--- src/rtl/bus_timer.sv ---
// bus_timer: memory-mapped prescaled interval timer with READY/OVERRUN flags; define BUS_TIMER_IRQ_EN to add IE bit and irq output
module bus_timer #(
  parameter int BITS = 32,
  parameter logic [BITS-1:0] BASE_COUNT = 32'hF0000020,
  parameter logic [BITS-1:0] BASE_LIMIT = 32'hF0000024,
  parameter logic [BITS-1:0] BASE_CONTROL = 32'hF0000120,
  parameter int PRESCALE = 25000
) (
  input  logic            clk,
  input  logic            reset,
  input  logic            we,
  input  logic [BITS-1:0] memAddr,
  input  logic [BITS-1:0] dataBusIn,
  output logic [BITS-1:0] dataBusOut
`ifdef BUS_TIMER_IRQ_EN
  ,
  output logic            irq
`endif
);
  localparam int PW = $clog2(PRESCALE) + 1;
  localparam logic [PW-1:0] PS_MAX = PW'(PRESCALE - 1);
  logic [PW-1:0] ps;
  logic [BITS-1:0] count, limit;
  logic [BITS:0] countInc;
  logic ready, overrun, ie;
  logic tick, wrCount, wrLimit, wrControl, clrReady, clrOverrun, wrap;
  logic [2:0] control;
  // decode bus writes and detect tick / wrap; the increment is one bit wider so COUNT=max still compares correctly
  always_comb begin
    tick = ps == PS_MAX;
    wrCount = we && memAddr == BASE_COUNT;
    wrLimit = we && memAddr == BASE_LIMIT;
    wrControl = we && memAddr == BASE_CONTROL;
    clrReady = wrControl && !dataBusIn[0];
    clrOverrun = wrControl && !dataBusIn[1];
    countInc = {1'b0, count} + (BITS+1)'(1);
    wrap = tick && !wrCount && limit != '0 && countInc >= {1'b0, limit};
    control = {ie, overrun, ready};
  end
  // prescaler and counter; a COUNT write overrides any tick and restarts the prescaler
  always_ff @(posedge clk) begin
    if (reset) begin
      ps <= '0;
      count <= '0;
    end else begin
      ps <= (wrCount || tick) ? '0 : ps + PW'(1);
      count <= wrCount ? dataBusIn : wrap ? '0 : tick ? countInc[BITS-1:0] : count;
    end
  end
  // limit register
  always_ff @(posedge clk) begin
    if (reset) limit <= '0;
    else if (wrLimit) limit <= dataBusIn;
  end
  // status flags: wrap sets, write-zero clears, set wins over clear
  always_ff @(posedge clk) begin
    if (reset) begin
      ready <= 1'b0;
      overrun <= 1'b0;
    end else begin
      ready <= wrap || (ready && !clrReady);
      overrun <= (wrap && ready && !clrReady) || (overrun && !clrOverrun);
    end
  end
`ifdef BUS_TIMER_IRQ_EN
  // interrupt enable (plain read/write) and registered interrupt
  always_ff @(posedge clk) begin
    if (reset) begin
      ie <= 1'b0;
      irq <= 1'b0;
    end else begin
      ie <= wrControl ? dataBusIn[2] : ie;
      irq <= ready && ie;
    end
  end
`else
  assign ie = 1'b0;
`endif
  // zero-latency read mux, all-zero when not addressed so it can be ORed onto the bus
  always_comb begin
    dataBusOut = we ? '0
      : memAddr == BASE_COUNT ? count
      : memAddr == BASE_LIMIT ? limit
      : memAddr == BASE_CONTROL ? BITS'(control)
      : '0;
  end
endmodule

--- config.mk ---
export PLATFORM = sky130hd
export DESIGN_NAME = bus_timer
export DESIGN_NICKNAME = d
export VERILOG_FILES = /design/src/rtl/bus_timer.sv
export SDC_FILE = /design/constraint.sdc
export NUM_CORES = 1
export LEC_CHECK = 0
export CELL_PAD_IN_SITES_DETAIL_PLACEMENT = 0
export CELL_PAD_IN_SITES_GLOBAL_PLACEMENT = 2
export CORE_MARGIN = 2
export CORE_UTILIZATION = 30
export DETAILED_ROUTE_END_ITERATION = 8
export PLACE_DENSITY = 0.81
export SYNTH_ARGS = -nofsm -noshare
export SYNTH_HDL_FRONTEND = slang
export SYNTH_SLANG_ARGS = --single-unit
--- constraint.sdc ---
create_clock -name clk -period 4.35 [get_ports clk]
set_clock_uncertainty 0.2 [all_clocks]
set_input_delay 1.305 -clock clk [delete_from_list [all_inputs] [get_ports clk]]
set_output_delay 1.305 -clock clk [all_outputs]
set_load 0.005 [all_outputs]
# Yosys cells after proc, flatten, opt, wreduce, memory -nomap -nowiden
# Cells that the tools add are included.
[totals]
reg_bits = 82
latchBits = 0
mem_bits_rw = 0
rom_bits = 0
inputBits = 67
wordCells = 42
n_memories = 0
[op_classes]
addsub = 2
mul = 0
n_div = 0
magnitude_cmp = 1
eq_ne = 4
n_shift = 0
mux = 7
bitwise_logic = 0
n_reduce_logical = 23
[ops]
columns = ["cell", "count"]
rows = [
  ["$mux W32", 6],
  ["$eq A32 B32 Y1 const B", 3],
  ["$add A32 B1 Y33 const B", 1],
  ["$ge A33 B32 Y1", 1],
  ["$reduce_bool A32 Y1", 1],
  ["$add A16 B1 Y16 const B", 1],
  ["$eq A16 B15 Y1 const B", 1],
  ["$logic_and A1 B1 Y1", 12],
  ["$logic_not A1 Y1", 5],
  ["$logic_or A1 B1 Y1", 3],
  ["$reduce_bool A3 Y1", 1],
  ["$mux W2", 1],
  ["$reduce_or A2 Y1", 1],
]

# Logic depth before layout (Yosys ltp)
# Gate-level depths: netlist of the first run.
[logic_depth]
depth_word = 9
depth_mapped = 14

# Worst setup path after synthesis of the first run
# No wires, ideal clock.
[synth_path]
kind = "in2out"
from = "input memAddr[23]"
to = "output dataBusOut[10]"
arrival_ns = 2.405
t_required_ns = 2.845
slack_ns = 0.440
stages = 6
path_buffers = 1
path_cell_list = "nor4b_1 > and4_1 > and3b_1 > nand2b_1 > clkbuf_1 > nor2_1"
[synth_between]
elab_chain_cells = 4
word_cells_on_any_way = 5
classes_between = "2 x eq/ne; 3 x mux"
[synth_rtl]
columns = ["item", "line_no", "text"]
rows = [
  ["start, declared", "12", "input logic [BITS-1:0] memAddr,"],
  ["$eq A32 B32 Y1", "83", ": memAddr == BASE_LIMIT ? limit"],
  ["$mux W32", "83", ""],
  ["$mux W32 (*)", "82", ": memAddr == BASE_COUNT ? count"],
  ["$mux W32 (*)", "81", "dataBusOut = we ? '0"],
  ["end, declared", "14", "output logic [BITS-1:0] dataBusOut"],
]
# Every way passes the cells marked *; elsewhere a longest branch is shown, timed or not.

# Final worst setup path of the first run
[layout_path]
from = "input memAddr[28]"
to = "output dataBusOut[20]"
# The elaborated chain is that of the path after synthesis.

==> flow_summary.toml, run 1 <==
[status]
status = "completed"

[worst_setup_path]
critPathCapture = "dataBusOut[20]"
start_kind = "input pin"
arrival_ns = 2.82
cp_max_fo = 5
critical_path_class = "in2out"
regToRegStartpoint = "count[1]$_SDFFE_PP0P_"
reg2reg_slack_ns = 0.49
worstRegToRegCells = 14
critPathRequiredTime_ns = 2.84
timing.rr.end = "count[7]$_SDFFE_PP0P_"
crit_path_end_kind = "output pin"
crit_start = "memAddr[28]"

[clock_tree]
clock_latency_ns = 0.35
htree_levels = 3
clock-sinks = 82
cts_tree = "done"
numCtsBuffers = 9
cts_root_buf = "clkbuf_16"
hold_buffers = 0
cts_buffer_depth = 2
path_clk_slew_ns = 0.06

[layout]
final_layout_size_suffix_gt1_share_pct = 18.7
utilization_pct = 40.1
fill_cells = 1862
syn_to_final_growth_pct = 31.6
nNetsFinal = 921
final_cells = 1054
n_antenna_cell = 0
finalInstanceArea_sq_mm = 0.00718
final_common_cell = "nand2_1"
layout_common_cells = "nand2_1, dfxtp_1, a21oi_1"

[min_path]
hold_path_class = "reg2reg"

[die]
initial_core_util_pct = 30.5
fp.dieArea_sq_mm = 0.0193
core_area_sq_mm = 0.0179
chipHeight_um = 139
io_pins = 99
rows = 49
die_w_um = 139

[place]
gp_routability_congestion = 0.859
dpl-instance-area_sq_mm = 0.00677
dp.cells = 1031
io_buffers = 98
place_ws_ns = -0.725
dp_hpwl_um = 12800

[synthesis]
ys.flop_type = "dfxtp_1"
async_reset_ff_share_pct = 0
synth_cell_types = 49
synth_warnings = 0
synth_area_per_cell_sq_um = 7.59
synth_seq_cells = 82
netlist_area_sq_mm = 0.00546
synth_edf_count = 0
syn_nets = 820
synth_cells = 719
synth-seq-area-share_pct = 30.1

[detailed_routing]
vias = 5598
antenna_left = 0
drc_errors = 0
viasPerCell = 5.31
totalWireLength_um = 18700
firstDrtPassIters = 5
wire_per_inst_um = 17.7
initialDrtViolationCount = 443

[timing]
timing.hold.ws_ns = 0.293
fin_ws_ns = 0.0223
setup_viol = 0
slew_headroom_pct = 40.7
tightestPinTransition_ns = 0.889
period_needed_ns = 4.33
fin_setup_tns_ns = 0
timing.fmax_mhz = 231
period_share_pct = 99.5
hold_viol_final = 0
slew_violations = 0

[power_and_ir_drop]
power_leakage_nw = 2.76
peakVddDrop_uv = 172
total_power_mw = 1.60
power_density_mw_per_mm2 = 222

[job]
drv_cap = 0

[global_route]
grtUsageTotal_pct = 19.0
grt_pass1_wl_um = 29400
gr-total-overflow = 0
grt_pass1_vias = 5461
antenna_found_initial = 0
grt_max_degree = 42
where the power goes:
part / total [mW] / internal, mW / switching [mW]
sequential: 0.756 / 0.753 / 0.00374
combinational: 0.105 / 0.0586 / 0.0464
clock: 0.735 / 0.390 / 0.345
total: 1.60 / 1.20 / 0.395
worst max-delay path, cell delays in order:
cell	delay, ns
clkdlybuf4s15_1	0.17
nor4bb_2	0.20
and4_1	0.27
and3b_2	0.23
nand2b_4	0.13
buf_12	0.16
buf_16	0.14
nor2_4	0.09
buf_2	0.12
how the worst min path moves through the flow:
stage	from	endpoint	slack [ns]	cells past startpoint
finish	limit[17]$_SDFFE_PP0P_	limit[17]$_SDFFE_PP0P_	0.29	2
global route	limit[18]$_SDFFE_PP0P_	limit[18]$_SDFFE_PP0P_	0.32	2
CTS	limit[18]$_SDFFE_PP0P_	limit[18]$_SDFFE_PP0P_	0.30	2
detailed placement	limit[18]$_SDFFE_PP0P_	limit[18]$_SDFFE_PP0P_	0.29	2
global placement	limit[18]$_SDFFE_PP0P_	limit[18]$_SDFFE_PP0P_	0.28	2
floorplan	ps[0]$_SDFF_PP0_	ps[0]$_SDFF_PP0_	0.25	1
cell usage after synthesis (2+ instances only):
cell type	n	area, sq um
xor2_1	16	140
nand3_1	34	170
and2_1	3	18.8
or3_1	3	18.8
a21oi_1	69	345
o21ai_0	11	55.1
nand2_1	121	454
a31o_2	19	166
xnor2_1	28	245
and4_1	7	61.3
buf_2	7	35.0
o22ai_1	12	75.1
and3b_1	2	17.5
nand4_1	28	175
buf_1	3	11.3
and3_1	21	131
a31oi_1	2	12.5
nand3_2	2	20.0
buf_6	2	22.5
nor2_1	64	240
dfxtp_1	82	1640
nand2b_1	2	12.5
ha_1	34	425
mux2i_1	32	320
inv_1	35	131
nor4_1	15	93.8
nor3_2	2	20.0
nor4b_1	3	26.3
a21o_1	2	15.0
nor3_1	7	35.0
clkbuf_1	31	116
a211oi_1	3	22.5
metal layers:
metal	wire, um	vias up	GRT usage, %	part of all wire, %
met4	265	0	4.57	1.4
met3	1060	16	4.80	5.7
met1	8460	2650	24.9	45
met2	8880	186	31.4	48
met5	0	-	0	0
li1	-	2746	-	-
flip-flops by register name, indices dropped and copies added, names as in the netlist:
register  count
count        32
limit        32
ps           16
overrun       1
ready         1
timing repair:
item,4_1_cts,5_1_grt
gates resized for setup,193,53
setup endpoints to repair,32,24
buffers inserted,2,2
gates cloned,3,1
pin swaps,21,15
logic make-up (layout without fill, tap and decap cells):
group           Yosys count  count (layout)  synth area share [%]
flops                    82              82                  30.1
mux                      32              32                  5.87
compound gates          129             129                  14.8
buf+inv                  78             184                  5.80
xor+xnor                 44              44                  7.06
simple gates            320             320                  28.6
fa+ha+maj                34              34                  7.79
cell type report:
cell class                 instances  area, sq um  area share, %
sequential                        82         1640           22.9
clock buffer                       9          225           3.14
multi-input combinational        559         3690           51.3
tap                              229          287           3.99
inverter                          35          131           1.83
timing repair buffer             133         1150           16.1
clock inverter                     7         55.1          0.766
Note: power is estimated with default switching activity, not from simulation.
==> inputs of run 2 (changes only) <==
--- a/config.mk
+++ b/config.mk
@@ -11,6 +11,7 @@
 export CORE_UTILIZATION = 30
 export DETAILED_ROUTE_END_ITERATION = 8
 export PLACE_DENSITY = 0.81
+export SETUP_SLACK_MARGIN = 0.2
 export SYNTH_ARGS = -nofsm -noshare
 export SYNTH_HDL_FRONTEND = slang
 export SYNTH_SLANG_ARGS = --single-unit
==> run 2 against run 1 <==
The flow now finishes with violations (negative setup slack). Critical path depth up 1. Die area unchanged. Clock power about the same. Global-route usage down 0.058 points. Final cell count up 0.19%. Critical endpoint is now dataBusOut[31]. Flip-flop and latch count unchanged. Non-clock buffer count up 2. Combinational power about the same. Via count down 0.75%. Largest cell class unchanged. Wire length down 0.91%. Cell area up 1.7%. First-iteration DRC count down 23%.
==> flow_summary.toml, run 2 (same netlist as run 1, synthesis figures left out) <==
[status]
status = "finished with violations"
failed_checks = "negative setup slack"

[worst_setup_path]
critPathRequiredTime_ns = 2.84
arrival_ns = 2.85
reg2reg_slack_ns = 0.50
cp_max_fo = 4
worstRegToRegCells = 14
regToRegStartpoint = "count[1]$_SDFFE_PP0P_"
crit_path_end_kind = "output pin"
start_kind = "input pin"
critical_path_class = "in2out"
timing.rr.end = "ready$_SDFF_PP0_"

[timing]
rsz0062_at_grt = "true"
period_needed_ns = 4.36
timing.fmax_mhz = 230
tightestPinTransition_ns = 0.900
hold_viol_final = 0
slew_violations = 0
setup_viol = 2
fin_ws_ns = -0.00584
slew_headroom_pct = 40.0
fin_setup_tns_ns = -0.0101
period_share_pct = 100

[clock_tree]
cts_tree = "done"
cts_buffer_depth = 2
path_clk_slew_ns = 0.06
clock_latency_ns = 0.35
hold_buffers = 0
cts_root_buf = "clkbuf_16"
htree_levels = 3
clock-sinks = 82
numCtsBuffers = 9

[global_route]
antenna_found_initial = 0
grt_max_degree = 42
grt_pass1_vias = 5451
grtUsageTotal_pct = 18.9
grt_pass1_wl_um = 29300
gr-total-overflow = 0

[power_and_ir_drop]
power_density_mw_per_mm2 = 219
power_leakage_nw = 2.79
peakVddDrop_uv = 171

[min_path]
whs_endpoint = "limit[31]$_SDFFE_PP0P_"
min_delay_path_depth = 2
hold_path_class = "reg2reg"
min_from = "limit[31]$_SDFFE_PP0P_"

[layout]
reg.largest.list = "count: 32 flops, limit: 32 flops, ps: 16 flops"
nNetsFinal = 923
layout_common_cells = "nand2_1, dfxtp_1, a21oi_1"
syn_to_final_growth_pct = 33.8
n_antenna_cell = 0
final_common_cell = "nand2_1"
final_layout_size_suffix_gt1_share_pct = 19.0

[place]
dp_hpwl_um = 12800
io_buffers = 98
gp_routability_congestion = 0.859
place_ws_ns = -0.725

[detailed_routing]
firstDrtPassIters = 5
initialDrtViolationCount = 340
wire_per_inst_um = 17.5
antenna_left = 0
viasPerCell = 5.26
drc_errors = 0
vias = 5556
totalWireLength_um = 18500

[die]
rows = 49
chipHeight_um = 139
initial_core_util_pct = 30.5
io_pins = 99
core_area_sq_mm = 0.0179
die_w_um = 139
fp.dieArea_sq_mm = 0.0193

[job]
drv_cap = 0
==> run 2: cell types whose count changed in the layout (fill, tap and decap cells not counted), sizes merged <==
cell and change:
dlygate4sd2 +1, buf +10, clkbuf -9
==> run 2: where the power goes <==
part | leakage [nW] | total (mW) | switching (mW) | internal [mW]
Clock | 0.120 | 0.735 | 0.345 | 0.390
Sequential | 0.661 | 0.756 | 0.00373 | 0.753
Combinational | 2.01 | 0.107 | 0.0460 | 0.0606
==> run 2: repair_timing <==
item,CTS,global route
endpoints found under the setup margin,32,53
pin swaps,24,12
gates resized for setup,222,39
gates cloned,2,1
buffers inserted,6,0
==> run 2: how the worst max path moves through the flow <==
stage | from | endpoint | slack, ns
3_5_place_dp | memAddr[14] | dataBusOut[26] | -0.73
6_report | memAddr[27] | dataBusOut[31] | -0.006
4_1_cts | memAddr[27] | dataBusOut[10] | -0.04
3_3_place_gp | memAddr[28] | dataBusOut[26] | -0.63
2_1_floorplan | memAddr[23] | dataBusOut[10] | 0.44
5_1_grt | memAddr[27] | dataBusOut[8] | -0.06
==> run 2: metal layers <==
layer  GRT usage, %  vias up  wire length [um]
met1           24.7     2627              8510
met2           31.8      161              8840
met5              0        -                 0
met4           4.09        0               177
met3           4.66       12               968
li1               -     2756                 -
==> run 2: through the flow <==
step | cell area, sq um | instances | utilization, % | hold WS [ns] | total power, mW
final | 7300 | 1056 | 40.8 | 0.293 | 1.60
after global routing | 7300 | 1056 | 40.8 | 0.322 | 1.66
after CTS | 7200 | 1055 | 40.2 | 0.296 | 1.62
after detailed placement | 6770 | 1031 | 37.8 | 0.287 | 0.882
after global placement | 6770 | 1031 | 37.8 | 0.279 | 0.881
after floorplan | 5460 | 719 | - | 0.254 | 0.804
==> run 2: area by class of cell <==
class / instances / area (sq um)
Multi-Input combinational cell: 559 / 3730
Fill cell: 1852 / 10600
Inverter: 35 / 131
Sequential cell: 82 / 1640
Tap cell: 229 / 287
Clock inverter: 7 / 55.1
Clock buffer: 9 / 225
Timing Repair Buffer: 135 / 1230
==> run 2: worst max-delay path, stage by stage <==
cell	delay [ns]
buf_6	0.09
nor4bb_2	0.27
and4_1	0.26
and3b_2	0.23
nand2b_4	0.11
buf_12	0.15
buf_16	0.13
buf_12	0.13
nor2_4	0.07
buf_2	0.11
==> RTL edit (settings of run 1) <==
Build with the macro `BUS_TIMER_IRQ_EN` defined.
--- a/src/rtl/bus_timer.sv
+++ b/src/rtl/bus_timer.sv
@@ -1,4 +1,6 @@
 // bus_timer: memory-mapped prescaled interval timer with READY/OVERRUN flags; define BUS_TIMER_IRQ_EN to add IE bit and irq output
+`define BUS_TIMER_IRQ_EN
+
 module bus_timer #(
   parameter int BITS = 32,
   parameter logic [BITS-1:0] BASE_COUNT = 32'hF0000020,
Formal check against the unedited RTL (old outputs only; new: irq): not equivalent (Yosys sat finds a counterexample within 4 cycles, from zero or initial values and one cycle with reset high).
==> RTL edit against run 1 <==
The flow now finishes with violations (setup timing); wire length rose by 6.1%; critical path depth rose by 3; sequential cell count rose by 2; area after synthesis rose by 3.3%; worst setup slack got worse by 0.11 ns; cell area rose by 10%; register-to-register slack got worse by 0.16 ns; global-route usage fell by 0.18 points; total power rose by 7.1%; worst hold slack got worse by 0.045 ns; critical endpoint is now dataBusOut[12]; largest cell class unchanged.
==> RTL edit: results (changes against run 1) <==
Worst setup path
  – Reg-to-Reg End: count[10]$_SDFFE_PP0P_
  – Worst r2r path cells: 17 (+3)
  – Crit-path max cell delay: 0.25 ns (-0.02 ns)
  – CP max-delay cell: nor4bb_4

Synth
  – Sequential area share after synthesis: 0.298 (-0.00238)
  – Number of library cell types mapped by synthesis: 55 (+12%)
  – Cells after synthesis: 762 (+6.0%)
  – Dominant cells by area after synthesis: dfxtp_1 30%, nand2_1 7.7%, ha_1 7.5%
  – Syn Nets: 863 (+5.2%)

Route
  – Drt wl/cell: 17.3 um (-2.5%)
  – Metal3 WL: 989 um (-6.4%)
  – Iter 0 DRT Violations: 280 (-37%)
  – Met1 WL: 9490 um (+12%)

Global route
  – Vias in the first global route: 5580 (+2.2%)
  – Total GRT Usage: 0.188 (-0.00177)
  – First-pass GRT wire length: 29500 um (+0.47%)

Cells and area
  – Post-Layout Cell Count: 1146 (+8.7%)
  – Share of layout cells above drive strength 1: 0.213 (+0.0261)
  – Final nets: 1008 (+9.4%)

Power
  – Total power: 1710 uW (+7.1%)
  – Switch Pwr: 406 uW (+2.7%)
  – Static leakage: 0.00337 uW (+22%)
  – Clk pwr share: 0.479 (+0.019)
  – Peak supply drop: 0.180 mV (+5.2%)

Min path
  – Hold path startpoint: ps[0]$_SDFF_PP0_
  – Hold path depth: 1 (-1)
  – Hold path endpoint: ps[0]$_SDFF_PP0_

Run status
  – Status: finished, violations left
  – Violated checks: setup timing

Placed design
  – GPL Wtd Cong: 0.862 (+0.40%)

Timing
  – Final setup fails: 4 (+4)
  – Final setup margin: -0.0837 ns (-0.106 ns)
  – Setup TNS: -0.138 ns (-0.138 ns)
  – Max_slew headroom: 0.380 (-0.0271)

Clock network
  – Post-CTS sizing: 222 (+15%)
  – Post-CTS Setup Inserts: 23 (+21)
RTL edit: changes by cell type in the layout (fill, tap and decap cells not counted), moves of 13 or more:
cell | run 1 | this run
inv_1 | 35 | 75
buf_4 | 24 | 41
a31o_2 | 19 | 0
nand3_1 | 34 | 21
and3_1 | 21 | 7
nor2_1 | 44 | 78
o22ai_1 | 12 | 26
RTL edit: per-layer routing:
metal	up-vias	global-route usage
met3	8	0.0401
met4	0	0.0521
met1	2700	0.259
met5	-	0
met2	149	0.298
li1	2900	-
RTL edit: worst reg2reg max path, delay by kind of cell, from the launching register on:
kind / cells / cell delay [ns]
and+or+nand+nor: 3 / 0.50
DFF: 1 / 0.43
adders and majority gates: 2 / 0.51
buffers and inverters: 4 / 0.66
xor gates and xnor gates: 1 / 0.25
AOI/OAI and AO/OA: 7 / 1.37
RTL edit: final cells by class:
cell class	count	area [um^2]
fillers	1942	10700
well taps	234	293
clock inverters	6	72.6
flip-flops and latches	84	1680
repair buffers	171	1640
multi-input cells	566	3700
clock buffers	10	239
inverters	75	282
RTL edit: how the worst max path moves through the flow:
stage | start | to | slack [ns] | cells past startpoint
after floorplan | memAddr[2] | dataBusOut[21] | 0.21 | 5
after global placement | memAddr[14] | dataBusOut[10] | -0.60 | 9
after detailed placement | memAddr[14] | dataBusOut[15] | -0.63 | 9
after CTS | memAddr[23] | dataBusOut[20] | -0.19 | 12
after global routing | memAddr[25] | dataBusOut[12] | -0.18 | 12
final | memAddr[26] | dataBusOut[12] | -0.08 | 12
RTL edit: cell families (layout without fill, tap and decap cells):
family / after synthesis / count (layout)
simple gates: 325 / 325
compound gates: 130 / 130
buf+inv: 112 / 262
flops: 84 / 84
xor+xnor: 44 / 44
fa+ha+maj: 34 / 34
mux: 33 / 33
